### src/rtl/gh_fifo_sync_lvl_wf.sv
// Single-clock FIFO with UART-style fill-level flags, programmable trigger and occupancy count.
// Optional sticky overrun flag is built only when GH_FIFO_OVERRUN_EN is defined.
module gh_fifo_sync_lvl_wf #(
    parameter int DATA_WIDTH = 11,
    parameter int ADDR_WIDTH = 4
) (
    input  logic                  clk,
    input  logic                  rst,
    input  logic                  srst,
    input  logic                  wr,
    input  logic                  rd,
    input  logic [DATA_WIDTH-1:0] d,
    input  logic [1:0]            trig_lvl,
    input  logic                  ovr_clr,
    output logic [DATA_WIDTH-1:0] q,
    output logic [ADDR_WIDTH:0]   count,
    output logic                  empty,
    output logic                  full,
    output logic                  q_full,
    output logic                  h_full,
    output logic                  a_full,
    output logic                  trig,
    output logic                  overrun
);

    localparam int DEPTH = 2 ** ADDR_WIDTH;
    localparam int CW    = ADDR_WIDTH + 1;

    localparam logic [CW-1:0] LVL_ONE  = CW'(1);
    localparam logic [CW-1:0] LVL_QTR  = CW'(DEPTH / 4);
    localparam logic [CW-1:0] LVL_HALF = CW'(DEPTH / 2);
    localparam logic [CW-1:0] LVL_ALM  = CW'(DEPTH - 2);
    localparam logic [CW-1:0] LVL_FULL = CW'(DEPTH);

    logic [DATA_WIDTH-1:0] mem [DEPTH];
    logic [ADDR_WIDTH-1:0] rd_ptr;
    logic [ADDR_WIDTH-1:0] wr_ptr;
    logic                  wa;
    logic                  ra;
    logic [CW-1:0]         trig_level;

    // A full FIFO still accepts a write when a pop frees a slot in the same cycle.
    assign wa = wr & (~full | rd);
    assign ra = rd & ~empty;

    assign q = mem[rd_ptr];

    assign empty  = (count == '0);
    assign full   = (count == LVL_FULL);
    assign q_full = (count >= LVL_QTR);
    assign h_full = (count >= LVL_HALF);
    assign a_full = (count >= LVL_ALM);

    always_comb begin
        trig_level = LVL_ONE;
        case (trig_lvl)
            2'b00:   trig_level = LVL_ONE;
            2'b01:   trig_level = LVL_QTR;
            2'b10:   trig_level = LVL_HALF;
            default: trig_level = LVL_ALM;
        endcase
    end

    assign trig = (count >= trig_level);

    always_ff @(posedge clk) begin
        if (wa && !rst && !srst) begin
            mem[wr_ptr] <= d;
        end
    end

    always_ff @(posedge clk) begin
        if (rst || srst) begin
            rd_ptr <= '0;
            wr_ptr <= '0;
            count  <= '0;
        end else begin
            if (wa) begin
                wr_ptr <= wr_ptr + ADDR_WIDTH'(1);
            end
            if (ra) begin
                rd_ptr <= rd_ptr + ADDR_WIDTH'(1);
            end
            case ({wa, ra})
                2'b10:   count <= count + CW'(1);
                2'b01:   count <= count - CW'(1);
                default: count <= count;
            endcase
        end
    end

`ifdef GH_FIFO_OVERRUN_EN
    // A dropped write outranks a coincident clear so no overrun event is lost.
    always_ff @(posedge clk) begin
        if (rst) begin
            overrun <= 1'b0;
        end else if (wr && !wa) begin
            overrun <= 1'b1;
        end else if (ovr_clr) begin
            overrun <= 1'b0;
        end
    end
`else
    logic ovr_clr_unused;
    assign ovr_clr_unused = ovr_clr;
    assign overrun        = 1'b0;
`endif

endmodule

### config.mk
export PLATFORM = sky130hd
export DESIGN_NAME = gh_fifo_sync_lvl_wf
export DESIGN_NICKNAME = d
export VERILOG_FILES = /design/src/rtl/gh_fifo_sync_lvl_wf.sv
export SDC_FILE = /design/constraint.sdc
export NUM_CORES = 1
export LEC_CHECK = 0
export BUFFER_PORTS_ARGS = -buffer_cell sky130_fd_sc_hd__clkbuf_2
export CORE_ASPECT_RATIO = 0.9
export CORE_MARGIN = 3
export CORE_UTILIZATION = 30
export CTS_BUF_LIST = sky130_fd_sc_hd__clkbuf_8
export DETAILED_ROUTE_END_ITERATION = 12
export PLACE_DENSITY = 0.52
export SYNTH_ARGS = -nofsm -noshare
export SYNTH_HDL_FRONTEND = slang
export SYNTH_SLANG_ARGS = --single-unit
### constraint.sdc
create_clock -name clk -period 4.1 [get_ports clk]
set_input_delay 0.205 -clock clk [delete_from_list [all_inputs] [get_ports clk]]
set_output_delay 0.205 -clock clk [all_outputs]
set_load 0.03 [all_outputs]
==> implementation parameters <==
Parameter                              Value

Setup path
  Cell breakdown of the critical path    or4_1 > o31ai_4 > ha_1 > inv_1 > fa_1 > nand2b_1 > a21oi_1 > mux2i_1 > mux2i_1
  Worst path slowest cell    or4_1
  Required time worst endpoint    between 4 and 5 ns
  Highest fanout seen on the critical path    7
  Most numerous cell on the critical path    mux2i_1
  Crit-path max cell delay    approximately 0.7 ns
  Cell depth of the worst flop-to-flop path    9
  Startpoint-to-endpoint class of the critical path    register to register
  Crit path capture type    register
  Crit path DAT    approximately 3.4 ns
  Startpoint Class    register

Drt
  Length of the first detailed-routing pass in iterations    4
  Routed Antenna Nets    0
  Per-cell routed wire length    slightly below 20 um
  Post-DR vias/cell    4.66
  Total routed wirelength    approximately 16000 um
  Detailed-route via count    around 3800
  Number of remaining DRC errors    0
  Initial drt markers    297

CTS
  Clock tree from TritonCTS    done
  Count of instances resized after the clock tree is built    0
  Clock insertion delay at the later pin of the skew report    ~0.44 ns
  Count of clock tree sinks    a little under 200
  Number of buffers on the longest clock path    2
  Clock-pin slew reported for the worst setup and hold paths after clock tree synthesis    approximately 0.10 ns
  CTS HTree Levels    4
  Number of buffers added by the clock tree synthesis step    17
  Cts-stage hold buffer count    0
  Post-CTS setup-driven buffer insertion count    0
  Cell chosen for the clock root    clkbuf_8

GRT
  Total grt overflow    0
  Via count of the first global-routing pass    a little under 4000
  Global-route wire length before repair    24100 um
  Largest net degree at the start of global routing    45
  Initial antenna violation count    0
  Total GRT Usage    11.9%

STA
  Remaining max-slew budget at the tightest pin    about a third
  Shortest clock period the worst path allows after layout    between 3 and 4 ns
  Pins over their slew limit    0
  Setup slack after layout    1.07 ns
  Final count of hold timing violations    0
  Highest clock rate    ~330 MHz
  Setup violation total in the final timing report    0
  Setup_tns    0 ns
  Clk_skew    approximately 0.011 ns
  Unrepaired setup endpoints after global routing    false
  Worst-Margin Slew    between 0.9 and 1 ns
  Share of the cycle needed by the critical path after routing    approximately three quarters
  Worst hold-check slack    ~0.14 ns

Cells and area
  Design area    8680 um2
  Layout Cells excl Fill    approximately 810
  Final core occ    a little over a third
  Synthesis-to-finish area growth    13.3%
  Number of nets at the end of the flow    493
  Share of layout cells above drive strength 1    a little under a third
  Count of inserted antenna diode cells    0

Logic synthesis
  Largest family of logic cells by synthesized area    multiplexers
  Count of cell types in the netlist    34
  Post-synthesis sequential area ratio    between 70% and 80%
  Syn nets    440
  Portion of synthesized cell area occupied by the leading cell type    69.0%
  Synthesized cell area    7660 um2
  Yosys top cell by area    edfxtp_1
  Area share of xor/xnor cells in the synthesized design    less than 1%
  Main area contributors after synthesis    edfxtp_1 (69%), mux4_2 (13%), dfxtp_1 (4.4%)
  Area share of fa/ha/maj cells after synthesis    under 10%
  Post-Synthesis Cells    approximately 410
  Synth warnings    0
  Compound-Gate Fraction of Synth Area    around 3.6%
  Synthesized-area fraction occupied by and/or/nand/nor cells    approximately 5.0%
  Synth Register Bits    193
  Share of cell area taken by muxes after synthesis    13.5%
  Mapped Avg Cell Area    ~19 um2

Job
  Max Cap Viol    0

Pwr
  Power density of the placed cells    about 390 nW/um2
  Leakage    2.81 nW
  Total chip power    between 3 and 4 mW
  Worst vdd ir    roughly 0.15 mV

Place
  Post-detailed-placement cell area    8320 um2
  Placement Setup Slack    between 1 and 1.5 ns
  PortBufs    39
  Number of cells after detailed placement    roughly 780
  Routability congestion estimate    ~0.8
  Detail Placement HPWL    about 9600 um

Status
  Run status    finished, final reports clean

Min path
  Hold Crit Class    input pin to register
  Cell count of the worst hold path    4

Die
  Area enclosed by the die boundary    between 20000 and 30000 um2
  Number of placed I/O pins    42
  Row count    54
  Area of the core    around 25000 um2
  Initial Utilization    between 30% and 40%
  Chip height    between 150 and 200 um
  Horizontal die dimension    around 170 um
==> flip-flops by register name (all words and copies together), names as in the netlist, named ones only <==
signal  flops
rd_ptr      4
wr_ptr      4
mem       176
count       5
==> logic make-up after synthesis <==
kind of cell | after synthesis
flip-flops | 193
AND/OR/NAND/NOR | 82
multiplexers | 48
AO/OA/AOI/OAI | 37
buffers and inverters | 27
adder cells (fa/ha/maj) | 14
XOR/XNOR | 5
other | 1
==> path summary, 6_finish.rpt <==
path | start | end | slack (ns)
worst max-delay path | count[1]$_SDFFE_PP0P_ | count[4]$_SDFFE_PP0P_ | 1.07
worst min-delay path | srst | count[4]$_SDFFE_PP0P_ | 0.14
worst max register to register | count[1]$_SDFFE_PP0P_ | count[4]$_SDFFE_PP0P_ | 1.07
worst min register to register | rd_ptr[3]$_SDFFE_PP0P_ | register | 0.49
==> final cells by class <==
class	instances	area [um2]
Timing Repair Buffer	52	293
Inverter	9	33.8
Fill cell	2346	16000
Multi-Input combinational cell	187	1950
Clock buffer	17	234
Clock inverter	15	130
Sequential cell	193	5630
Tap cell	336	420
==> Yosys cell counts <==
cell type	instances
a211o_1	1
a21o_1	3
a21oi_1	6
a22oi_1	22
and2_1	2
buf_2	6
buf_4	1
clkbuf_1	11
conb_1	1
dfxtp_1	17
edfxtp_1	176
fa_1	1
ha_1	13
inv_1	9
mux2_4	1
mux2i_1	3
mux4_2	44
nand2_1	19
nand2b_1	3
nand3_1	9
nand3_4	1
nand4b_1	1
nor2_1	36
nor2b_1	2
o211ai_1	2
o21ai_0	1
o21ai_1	1
o31ai_4	1
or2_2	2
or3_1	3
or3_4	1
or4_1	3
xnor2_1	1
xor2_1	4
==> layout by cell type, fill, tap and decap left out, types with 2 or more instances in the layout <==
cell,Yosys,routed
a21o_1,3,3
edfxtp_1,176,176
clkinv_4,0,2
nand2b_1,3,3
nor2b_1,2,2
or2_2,2,2
nor2_1,36,28
or4_1,3,3
clkbuf_2,0,39
clkbuf_8,0,17
dfxtp_2,0,2
buf_4,1,13
clkinvlp_4,0,4
mux2i_1,3,3
and2_1,2,2
nand3_1,9,9
nor2_2,0,8
nand2_1,19,19
a21oi_1,6,6
or3_1,3,3
xor2_1,4,4
dfxtp_1,17,15
a22oi_1,22,22
o211ai_1,2,2
mux4_2,44,44
inv_8,0,4
inv_1,9,10
ha_1,13,13
==> routing by layer <==
layer	global-route usage [%]	wire, um	vias to the layer above	share of wire, %
li1	-	-	1729	-
met1	16.2	7260	1954	46
met2	20.1	7740	80	49
met3	2.93	668	5	4.2
met4	1.72	74	0	0.47
met5	0	0	-	0
==> critical path: cells and delay by family, from the launching register on <==
kind	cells	cell delay, ns
mux	2	0.43
simple gates	2	0.86
compound gates	2	0.47
fa+ha+maj	2	0.70
buf+inv	1	0.10
flops	1	0.39
==> power breakdown <==
part	internal, mW	switching [mW]
Combinational	0.0485	0.0925
Clock	0.438	0.692
Sequential	2.15	0.00487
(Power assumes the default switching activity.)
